`src/rtl/brush_draw_engine.sv`:
```
// Draw-cursor / palette-cursor engine that stamps a clipped square brush as a
// stream of valid/ready pixel writes toward the framebuffer writer.
module brush_draw_engine #(
  parameter int unsigned CANVAS_W  = 64,
  parameter int unsigned CANVAS_H  = 64,
  parameter int unsigned COORD_W   = 7,
  parameter int unsigned PAL_COLS  = 16,
  parameter int unsigned PAL_ROWS  = 16,
  parameter int unsigned COLOR_W   = 8,
  parameter int unsigned MAX_BRUSH = 4,
  parameter int unsigned WRAP      = 0,
  localparam int unsigned PX_W = (PAL_COLS > 1) ? $clog2(PAL_COLS) : 1,
  localparam int unsigned PY_W = (PAL_ROWS > 1) ? $clog2(PAL_ROWS) : 1,
  localparam int unsigned BR_W = $clog2(MAX_BRUSH + 1)
) (
  input  logic               clk,
  input  logic               reset_n,
  input  logic               cmd_valid,
  output logic               cmd_ready,
  input  logic [3:0]         cmd_id,
  input  logic [COORD_W-1:0] x_in,
  input  logic [COORD_W-1:0] y_in,
  output logic               mode,
  output logic [COORD_W-1:0] cursor_x,
  output logic [COORD_W-1:0] cursor_y,
  output logic [PX_W-1:0]    p_px,
  output logic [PY_W-1:0]    p_py,
  output logic [BR_W-1:0]    brush_size,
  output logic               busy,
  output logic               wr_valid,
  input  logic               wr_ready,
  output logic [COORD_W-1:0] wr_x,
  output logic [COORD_W-1:0] wr_y,
  output logic [COLOR_W-1:0] wr_color,
  output logic [COLOR_W-1:0] selected_color
);

  localparam logic [3:0] CmdUp      = 4'd1;
  localparam logic [3:0] CmdDown    = 4'd2;
  localparam logic [3:0] CmdLeft    = 4'd3;
  localparam logic [3:0] CmdRight   = 4'd4;
  localparam logic [3:0] CmdEnter   = 4'd5;
  localparam logic [3:0] CmdColor   = 4'd6;
  localparam logic [3:0] CmdPalMove = 4'd7;
  localparam logic [3:0] CmdPalSel  = 4'd8;
  localparam logic [3:0] CmdReturn  = 4'd9;
  localparam logic [3:0] CmdBrInc   = 4'd10;
  localparam logic [3:0] CmdBrDec   = 4'd11;

  localparam logic [COORD_W-1:0] XMax  = COORD_W'(CANVAS_W - 1);
  localparam logic [COORD_W-1:0] YMax  = COORD_W'(CANVAS_H - 1);
  localparam logic [PX_W-1:0]    PxMax = PX_W'(PAL_COLS - 1);
  localparam logic [PY_W-1:0]    PyMax = PY_W'(PAL_ROWS - 1);
  localparam logic [BR_W-1:0]    BrMax = BR_W'(MAX_BRUSH);
  localparam logic [BR_W-1:0]    BrOne = BR_W'(1);

  typedef enum logic [0:0] {StIdle, StStamp} state_e;

  state_e             state_q, state_d;
  logic               mode_q, mode_d;
  logic [COORD_W-1:0] cx_q, cx_d, cy_q, cy_d;
  logic [COORD_W-1:0] sx_q, sx_d, sy_q, sy_d;
  logic [PX_W-1:0]    px_q, px_d;
  logic [PY_W-1:0]    py_q, py_d;
  logic [BR_W-1:0]    br_q, br_d;
  logic [COLOR_W-1:0] sel_q, sel_d;
  logic [COORD_W-1:0] ox_q, ox_d, oy_q, oy_d;
  logic [BR_W-1:0]    ew_q, ew_d, eh_q, eh_d;
  logic [BR_W-1:0]    dx_q, dx_d, dy_q, dy_d;
  logic [COLOR_W-1:0] col_q, col_d;

  function automatic logic [COORD_W-1:0] coord_inc(input logic [COORD_W-1:0] v,
                                                   input logic [COORD_W-1:0] vmax);
    if (v == vmax) return (WRAP != 0) ? '0 : vmax;
    return v + COORD_W'(1);
  endfunction

  function automatic logic [COORD_W-1:0] coord_dec(input logic [COORD_W-1:0] v,
                                                   input logic [COORD_W-1:0] vmax);
    if (v == '0) return (WRAP != 0) ? vmax : '0;
    return v - COORD_W'(1);
  endfunction

  // Brush edge clipped to the room left between the origin and the far canvas edge.
  function automatic logic [BR_W-1:0] clip_edge(input logic [BR_W-1:0] br,
                                                input logic [COORD_W-1:0] o,
                                                input int unsigned lim);
    int room;
    room = int'(lim) - int'(o);
    if (int'(br) > room) return BR_W'(room);
    return br;
  endfunction

  always_comb begin
    state_d = state_q;
    mode_d  = mode_q;
    cx_d    = cx_q;
    cy_d    = cy_q;
    sx_d    = sx_q;
    sy_d    = sy_q;
    px_d    = px_q;
    py_d    = py_q;
    br_d    = br_q;
    sel_d   = sel_q;
    ox_d    = ox_q;
    oy_d    = oy_q;
    ew_d    = ew_q;
    eh_d    = eh_q;
    dx_d    = dx_q;
    dy_d    = dy_q;
    col_d   = col_q;

    case (state_q)
      StIdle: begin
        if (cmd_valid) begin
          case (cmd_id)
            CmdUp: begin
              if (!mode_q)          cy_d = coord_dec(cy_q, YMax);
              else if (py_q != '0)  py_d = py_q - PY_W'(1);
            end
            CmdDown: begin
              if (!mode_q)          cy_d = coord_inc(cy_q, YMax);
              else if (py_q != PyMax) py_d = py_q + PY_W'(1);
            end
            CmdLeft: begin
              if (!mode_q)          cx_d = coord_dec(cx_q, XMax);
              else if (px_q != '0)  px_d = px_q - PX_W'(1);
            end
            CmdRight: begin
              if (!mode_q)          cx_d = coord_inc(cx_q, XMax);
              else if (px_q != PxMax) px_d = px_q + PX_W'(1);
            end
            CmdEnter, CmdPalSel: begin
              if (mode_q) begin
                sel_d  = COLOR_W'(int'(py_q) * int'(PAL_COLS) + int'(px_q));
                mode_d = 1'b0;
                cx_d   = sx_q;
                cy_d   = sy_q;
              end else if (cmd_id == CmdEnter) begin
                state_d = StStamp;
                ox_d    = cx_q;
                oy_d    = cy_q;
                col_d   = sel_q;
                ew_d    = clip_edge(br_q, cx_q, CANVAS_W);
                eh_d    = clip_edge(br_q, cy_q, CANVAS_H);
                dx_d    = '0;
                dy_d    = '0;
              end
            end
            CmdColor: begin
              if (!mode_q) begin
                sx_d   = cx_q;
                sy_d   = cy_q;
                mode_d = 1'b1;
                px_d   = '0;
                py_d   = '0;
              end
            end
            CmdPalMove: begin
              if (mode_q) begin
                px_d = (int'(x_in) > int'(PAL_COLS) - 1) ? PxMax : PX_W'(x_in);
                py_d = (int'(y_in) > int'(PAL_ROWS) - 1) ? PyMax : PY_W'(y_in);
              end
            end
            CmdReturn: begin
              if (mode_q) begin
                mode_d = 1'b0;
                cx_d   = sx_q;
                cy_d   = sy_q;
              end
            end
            CmdBrInc: if (br_q != BrMax) br_d = br_q + BrOne;
            CmdBrDec: if (br_q != BrOne) br_d = br_q - BrOne;
            default: ;
          endcase
        end
      end
      StStamp: begin
        if (wr_ready) begin
          if (dx_q == ew_q - BrOne) begin
            dx_d = '0;
            if (dy_q == eh_q - BrOne) state_d = StIdle;
            else                      dy_d = dy_q + BrOne;
          end else begin
            dx_d = dx_q + BrOne;
          end
        end
      end
      default: state_d = StIdle;
    endcase
  end

  always_ff @(posedge clk or negedge reset_n) begin
    if (!reset_n) begin
      state_q <= StIdle;
      mode_q  <= 1'b0;
      cx_q    <= '0;
      cy_q    <= '0;
      sx_q    <= '0;
      sy_q    <= '0;
      px_q    <= '0;
      py_q    <= '0;
      br_q    <= BrOne;
      sel_q   <= '0;
      ox_q    <= '0;
      oy_q    <= '0;
      ew_q    <= '0;
      eh_q    <= '0;
      dx_q    <= '0;
      dy_q    <= '0;
      col_q   <= '0;
    end else begin
      state_q <= state_d;
      mode_q  <= mode_d;
      cx_q    <= cx_d;
      cy_q    <= cy_d;
      sx_q    <= sx_d;
      sy_q    <= sy_d;
      px_q    <= px_d;
      py_q    <= py_d;
      br_q    <= br_d;
      sel_q   <= sel_d;
      ox_q    <= ox_d;
      oy_q    <= oy_d;
      ew_q    <= ew_d;
      eh_q    <= eh_d;
      dx_q    <= dx_d;
      dy_q    <= dy_d;
      col_q   <= col_d;
    end
  end

  always_comb begin
    cmd_ready      = (state_q == StIdle);
    busy           = (state_q != StIdle);
    wr_valid       = (state_q == StStamp);
    wr_x           = ox_q + COORD_W'(dx_q);
    wr_y           = oy_q + COORD_W'(dy_q);
    wr_color       = col_q;
    mode           = mode_q;
    cursor_x       = cx_q;
    cursor_y       = cy_q;
    p_px           = px_q;
    p_py           = py_q;
    brush_size     = br_q;
    selected_color = sel_q;
  end

endmodule
```
`config.mk`:
```
export PLATFORM = sky130hd
export DESIGN_NAME = brush_draw_engine
export DESIGN_NICKNAME = d
export VERILOG_FILES = /design/src/rtl/brush_draw_engine.sv
export SDC_FILE = /design/constraint.sdc
export NUM_CORES = 1
export LEC_CHECK = 0
export ABC_AREA = 1
export BUFFER_PORTS_ARGS = -buffer_cell sky130_fd_sc_hd__buf_4
export CORE_ASPECT_RATIO = 0.6
export CORE_MARGIN = 5
export CORE_UTILIZATION = 50
export CTS_CLUSTER_DIAMETER = 80
export DETAILED_ROUTE_END_ITERATION = 12
export PLACE_DENSITY = 0.71
export SLEW_MARGIN = 20
export SYNTH_ARGS = -nofsm -noshare
export SYNTH_HDL_FRONTEND = slang
export SYNTH_SLANG_ARGS = --single-unit
```
`constraint.sdc`:
```
create_clock -name clk -period 2.7 [get_ports clk]
set_input_delay 0.27 -clock clk [delete_from_list [all_inputs] [get_ports clk]]
set_output_delay 0.27 -clock clk [all_outputs]
set_load 0.01 [all_outputs]
```
==> summary.txt, run 1 <==
Worst setup path
  • Reg-to-Reg End: ew_q[2]
  • Setup crit start kind: flip-flop
  • Crit. Startpoint: cursor_x[0]
  • R2R setup slack: about 500 ps
  • Crit. End Element: flip-flop
  • CP endpoint: ew_q[2]
  • Crit path DAT: between 2000 and 2500 ps
  • Crit-path slowest cell: dfrtp_1
  • Most common cell type on the critical path: nand2_1
  • Crit-path max FO: 6
  • Reg2Reg Depth: 14
  • Critical-path cell list: clkinv_1 > ha_1 > xor2_1 > ha_1 > inv_1 > a21oi_1 > nand2_1 > nand2_1 > nand2_1 > nor2_1 > nand2_1 > nand3_1 > nand3_1 > nand2_1
  • Slowest stage delay, CP: about 470 ps
  • Cell depth of the worst setup path: 14
  • Crit Reg-Reg Startpoint: cursor_x[0]
  • Buf+Inv Stages, Crit Path: 2
  • Top delay family on crit path: simple AND/OR/NAND/NOR gates
  • CP required: 2980 ps
  • Critical path class: flip-flop to flip-flop

Floorplanning
  • Die H: 92.1 µm
  • Chip width: about 150 µm
  • Core Region: about 11000 µm²
  • Rows: 30
  • # IOs: just over 80
  • Initial core utilization: 50.4%
  • Die ar.: around 14000 µm²

Power and ir drop
  • Share of power burned in the clock network: ~46%
  • Sw frac: approximately a quarter
  • Power Dens Cells: 479 nW/µm²
  • Pleak: between 3 and 4 nW
  • Switching Power: slightly above 0.8 mW
  • Max VDD drop: 0.332 mV
  • Sequential share of power: about two fifths
  • Internal power: around 2.4 mW
  • Gate power share: around an eighth

Clock network
  • # clock sinks: just over 80
  • Setup Fix Bufs, Post-CTS: 0
  • Root Buffer: clkbuf_16
  • Clk buf depth: 2
  • Clock buffer count from CTS: 9
  • TritonCTS clock tree: done
  • Clock Latency Late Sink: ~340 ps
  • # hold bufs at CTS: 1
  • Clock transition at the registers of the reported paths: approximately 70 ps
  • Htree depth: 3
  • Post-CTS resize count: 0

Yosys
  • Synth top area share: between 30% and 40%
  • Ys Warns: 0
  • Fraction of registers with async set or reset after synthesis: 100%
  • Syn Inst Count: about 750
  • EDFF count, synth: 0
  • Netlist cell types: 38
  • Sequential fraction of the synthesis area: 37.0%
  • Post-Syn Area: 5610 µm²
  • Synth area leaders: dfrtp_1 37%, nand2_1 16%, o21ai_0 7.2%
  • Most frequent cell after synthesis: nand2_1
  • Post-synth top flop: dfrtp_1
  • Top cells by count, synth: 246 x nand2_1, 82 x dfrtp_1, 81 x o21ai_0
  • Count of state elements after synthesis: between 80 and 90
  • Synthesized net count: ~800
  • Area leader, netlist: dfrtp_1
  • Mapped Avg Cell Area: ~7.5 µm²

Global routing
  • GR Util met3: about 5.6%
  • Initial antenna violation count: 0
  • Total GRT Usage: 22.9%
  • Met1 usage: 36.9%
  • Gr busiest metal: met1
  • Largest net degree at the start of global routing: 44
  • Total congestion overflow: 0
  • Vias in the first global route: between 4000 and 5000
  • Met2 global-route usage: between 30% and 40%
  • First-pass GRT wire length: about 25000 µm

Detailed routing
  • DRT Wirelength: about 15000 µm
  • Drt pass-1 iters: 5
  • Vias: between 5000 and 6000
  • WL/cell: ~16 µm
  • Initial drt markers: between 500 and 600
  • DRT antenna net count: 0
  • DRC: 0
  • Vias per cell: around 5.4

Worst hold path
  • Hold Path Class: primary input to flip-flop

STA
  • Setup-failing EPs final: 0
  • Final period utilization: approximately four fifths
  • RSZ-0062 raised after global routing: no
  • Fmax: 455 MHz
  • Slew headroom: a little over three fifths
  • Setup tns final: 0 ps
  • Final Hold Viols: 0
  • Minimum clock period: about 2200 ps
  • Fin. max-slew vios: 0
  • Worst Skew: around 7.1 ps
  • Worst-margin pin slew: about 560 ps

Place
  • DP Wirelength: 11700 µm
  • Placed Cells: between 900 and 1000
  • Port Buf Inserts: 80
  • GP Congestion: approximately 0.92

Cells and area
  • P&R area growth vs syn: 19.2%
  • Share of layout cells above drive strength 1: between 10% and 20%
  • Fin cells: between 900 and 1000
  • Layout Nets: about 900
  • Antenna fix cells: 0
  • Fillers: roughly 1000

Flow run
  • Max-cap check violation count: 0

Status
  • Status: completed
-- sequential cells by signal (all words and copies together) (netlist names) --
name,cells
sy_q,7
cursor_y,7
busy,1
dy_q,3
eh_q,3
wr_color,8
sx_q,7
ew_q,3
oy_q,7
p_py,4
cursor_x,7
dx_q,3
selected_color,8
mode,1
brush_size,3
p_px,4
ox_q,7
-- layout by cell type, fill, tap and decap left out, types with 13 or more instances in the layout --
master   synthesis  final
o21ai_0         81     81
ha_1            28     28
dfrtp_1         82     82
nand3_1         68     68
xnor2_1         13     13
buf_4            4     88
inv_1           61     61
nor2_1          42     42
mux2_2          14     14
nand2_1        246    246
xor2_1          27     27
-- routing by layer --
metal  part of all wire, %  vias to the layer above  wire, µm
li1                      -                     2582         -
met1                    51                     2443      7750
met2                    40                      202      6000
met3                   8.3                       12      1250
met4                  0.74                        0       112
met5                     0                        -         0
-- metrics by stage --
step           total power, mW  hold slack (ps)  worst slack (ps)  cell area [µm²]  utilization (%)
2_1_floorplan             1.60            -25.6               557             5610                -
3_3_place_gp              1.75              288               643             6330             56.8
3_5_place_dp              1.77              292               544             6330             56.8
4_1_cts                   3.24              228               494             6690             60.0
5_1_grt                   3.35              285               232             6690             60.0
6_report                  3.21              244               500             6690             60.0
-- area by class of cell --
type                       instances  area [µm²]  share of cell area (%)
clock inverter                     7         130                    1.94
multi-input combinational        577        3160                    47.3
clock buffer                       9         225                    3.37
sequential                        83        2080                    31.1
timing repair buffer              89         671                    10.0
tap                              144         180                    2.69
inverter                          65         244                    3.65
-- worst min-delay path by stage --
stage                     startpoint       endpoint  slack [ps]  cells after the start
after floorplan              reset_n  brush_size[1]         -30                      0
after global placement       reset_n    wr_color[2]         290                      1
after detailed placement     reset_n    wr_color[3]         290                      1
after CTS                   wr_ready           busy         230                      4
after global routing        wr_ready           busy         280                      4
final                       wr_ready           busy         240                      4
-- cell families after synthesis --
family,count (synthesis),share of synthesized area (%)
AOI/OAI and AO/OA,99,9.32
xor gates and xnor gates,40,6.24
adders and majority gates,32,7.67
buffers and inverters,87,6.62
DFF,83,37.0
muxes,14,2.81
and+or+nand+nor,392,30.3
-- worst min-delay path: cells and delay by family --
kind                   cells  cell delay [ps]
buffers and inverters      1               90
and+or+nand+nor            3              180
-- power groups by stage --
stage               logic (mW)  registers, mW  clock network, mW
finish                   0.400           1.34               1.47
global route             0.462           1.35               1.54
CTS                      0.405           1.34               1.49
detailed placement       0.401           1.37                  0
global placement         0.385           1.36                  0
floorplan                0.250           1.35                  0
Power figures use the tool's default switching activity.
==> inputs of run 2 (changes only) <==
==> constraint.sdc (replaced) <==
create_clock -name clk -period 2.2 [get_ports clk]
set_input_delay 0.22 -clock clk [delete_from_list [all_inputs] [get_ports clk]]
set_output_delay 0.22 -clock clk [all_outputs]
set_load 0.01 [all_outputs]
==> run 2 against run 1 <==
Effect of this change: first-iteration DRC count shrank 20%; clock-buffer cell count increased by 2; clock skew is 2.0 ps lower; wire length rose by 1.3%; critical path depth is 7 lower; global-route usage up 0.34 points; die area did not move; total power grew 12%; final area is 0.49% higher; critical path type is now flip-flop to output port; largest power group is now registers.
==> summary.txt, run 2 (same netlist as run 1, synthesis figures left out) <==
Global routing
  • Total GRT Usage: 23.2% (was 22.9%)
  • Vias in the first global route: 5000 (was 4717)
  • Total congestion overflow: 0 (unchanged)
  • Largest net degree at the start of global routing: 84 (was 44)
  • Initial antenna violation count: 0 (unchanged)
  • First-pass GRT wire length: 25400 µm (was 25000 µm)

Clock network
  • Htree depth: 3 (unchanged)
  • Clock buffer count from CTS: 9 (unchanged)
  • Clock transition at the registers of the reported paths: 60 ps (was 70 ps)
  • Clock Latency Late Sink: 340 ps (about the same)
  • # clock sinks: 83 (unchanged)
  • TritonCTS clock tree: done (unchanged)
  • Clk buf depth: 2 (unchanged)
  • Root Buffer: clkbuf_16 (unchanged)

STA
  • Slew headroom: 65.5% (was 62.7%)
  • Worst Skew: 5.14 ps (was 7.10 ps)
  • Fin. max-slew vios: 0 (unchanged)
  • Hold slack final: 194 ps (was 244 ps)
  • Minimum clock period: between 2000 and 2500 ps
  • Worst-margin pin slew: 515 ps (was 559 ps)
  • Final Hold Viols: 0 (unchanged)
  • RSZ-0062 raised after global routing: no (unchanged)
  • Final period utilization: ~94%
  • Setup-failing EPs final: 0 (unchanged)
  • Fmax: roughly 480 MHz
  • Setup tns final: 0 ps (unchanged)

Cells and area
  • Utilization after layout: 60.3% (was 60.0%)
  • Post-Layout Inst Area: 6730 µm² (was 6690 µm²)
  • Commonest non-fill, non-tap cell in the layout: nand2_1 (unchanged)
  • Fillers: 1025 (was 1015)
  • Layout Nets: 890 (was 879)
  • Commonest cells after routing, fill and taps aside: 246 x nand2_1, 98 x buf_4, 81 x o21ai_0, 81 x dfrtp_1, 68 x nand3_1 (was 246 x nand2_1, 88 x buf_4, 82 x dfrtp_1)
  • Sequential cell area: 2080 µm² (about the same)
  • Antenna fix cells: 0 (unchanged)
  • P&R area growth vs syn: 19.8% (was 19.2%)
  • Share of layout cells above drive strength 1: 18.5% (was 17.0%)
  • Area of the multi-input gates: 3180 µm² (was 3160 µm²)

Detailed routing
  • Vias per cell: 5.42 (was 5.38)
  • Initial drt markers: 421 (was 524)
  • DRT Wirelength: 15300 µm (was 15100 µm)
  • DRT antenna net count: 0 (unchanged)
  • WL/cell: 15.5 µm (about the same)
  • Vias: 5335 (was 5239)
  • DRC: 0 (unchanged)
  • Drt pass-1 iters: 5 (unchanged)

Worst setup path
  • Critical path class: flip-flop to output port (was flip-flop to flip-flop)
  • Slowest stage delay, CP: 410 ps (was 470 ps)
  • Crit. End Element: output port (was flip-flop)
  • Crit path DAT: 1850 ps (was 2480 ps)
  • Setup crit start kind: flip-flop (unchanged)
  • Crit-path slowest cell: dfrtp_1 (unchanged)
  • Buf+Inv Stages, Crit Path: 1 (was 2)
  • Most common cell type on the critical path: nand2_1 (unchanged)
  • Critical-path cell list: ha_1 > fa_2 > nand2_1 > nand2_1 > nand4_1 > xnor2_1 > buf_4 (was clkinv_1 > ha_1 > xor2_1 > ha_1 > inv_1 > a21oi_1 > nand2_1 > nand2_1 > nand2_1 > nor2_1 > nand2_1 > nand3_1 > nand3_1 > nand2_1)
  • Top delay family on crit path: adder cells (was simple AND/OR/NAND/NOR gates)
  • Crit-path max FO: 2 (was 6)
  • CP required: 1980 ps (was 2980 ps)

Power and ir drop
  • Sw frac: 27.3% (was 25.5%)
  • Sequential share of power: 46.0% (was 41.8%)
  • Switching Power: 0.983 mW (was 0.817 mW)
  • Max VDD drop: 0.330 mV (was 0.332 mV)
  • Gate power share: 14.2% (was 12.5%)
  • Share of power burned in the clock network: 39.8% (was 45.7%)
  • Pleak: 3.47 nW (was 3.46 nW)
  • Power Dens Cells: 535 nW/µm² (was 479 nW/µm²)
  • Internal power: 2.61 mW (was 2.39 mW)

Floorplanning
  • Die ar.: 13500 µm² (unchanged)
  • Rows: 30 (unchanged)
  • Core Region: 11100 µm² (unchanged)
  • # IOs: 81 (unchanged)
  • Die H: 92.1 µm (unchanged)
  • Chip width: 147 µm (unchanged)
  • Initial core utilization: 50.4% (unchanged)

Place
  • Cell Area, Placed: 6410 µm² (was 6330 µm²)
  • GP Congestion: 0.933 (was 0.919)
  • Port Buf Inserts: 80 (unchanged)
  • DP Wirelength: 11500 µm (was 11700 µm)

Flow run
  • Max-cap check violation count: 0 (unchanged)

Status
  • Status: completed (unchanged)

Worst hold path
  • Hold Path Class: primary input to flip-flop (unchanged)
run 2: cell types whose count changed in the layout (fill, tap and decap cells not counted), moves of 2 or more:
cell / previous run / this run
buf_4: 88 / 98
bufinv_16: 3 / 0
clkinvlp_4: 0 / 2
fa_1: 4 / 2
fa_2: 0 / 2
inv_8: 2 / 0
run 2: metrics by stage:
step	power [mW]	instances	setup slack, ps
6_report	3.60	985	133
5_1_grt	3.76	985	10.7
4_1_cts	3.62	984	42.3
3_5_place_dp	2.18	967	196
3_3_place_gp	2.15	967	302
2_1_floorplan	1.96	747	57.3
run 2: worst paths after layout:
path,slack [ps],end,start,cells after the start
min in group asynchronous,450,wr_color[5],reset_n,3
max in group asynchronous,1370,brush_size[0],reset_n,3
min reg2reg,480,eh_q[1],eh_q[1],2
max,130,wr_x[6],ox_q[0],7
max reg2reg,180,ew_q[1],cursor_x[0],14
min,190,busy,wr_ready,4
run 2: timing repair:
item / in CTS / in global routing
hold buffers: 1 / 0
endpoints found under the hold margin: 82 / 0
setup endpoints to repair: 0 / 8
resized for setup: 0 / 5
buffers inserted: 0 / 1
run 2: worst register-to-register path, cell delays in order (launching register included):
cell      delay, ps
dfrtp_1         350
clkinv_1         90
ha_1            260
xor2_1          180
ha_1            290
inv_1            50
a21oi_2         120
nand2_1          70
nand2_1          80
nand2_1          50
nor2_1           80
nand2_1          90
nand3_1          90
nand3_1          90
nand2_1          80
run 2: layer usage:
metal	GRT usage, %	up-vias	part of all wire (%)
li1	-	2597	-
met1	34.7	2519	48
met2	33.2	206	42
met3	6.32	13	8.6
met4	5.40	0	1.0
met5	0	-	0
run 2: area by class of cell:
class,count,share of cell area [%]
clock buffers,11,3.61
clock inverters,5,0.558
inverters,65,3.63
multi-input cells,577,47.2
flip-flops and latches,83,30.9
well taps,144,2.68
repair buffers,100,11.4
run 2: power by group through the flow:
stage | combinational (mW) | clock [mW] | sequential, mW
final | 0.512 | 1.43 | 1.65
after global routing | 0.582 | 1.52 | 1.66
after CTS | 0.502 | 1.46 | 1.66
after detailed placement | 0.495 | 0 | 1.68
after global placement | 0.476 | 0 | 1.68
after floorplan | 0.306 | 0 | 1.66
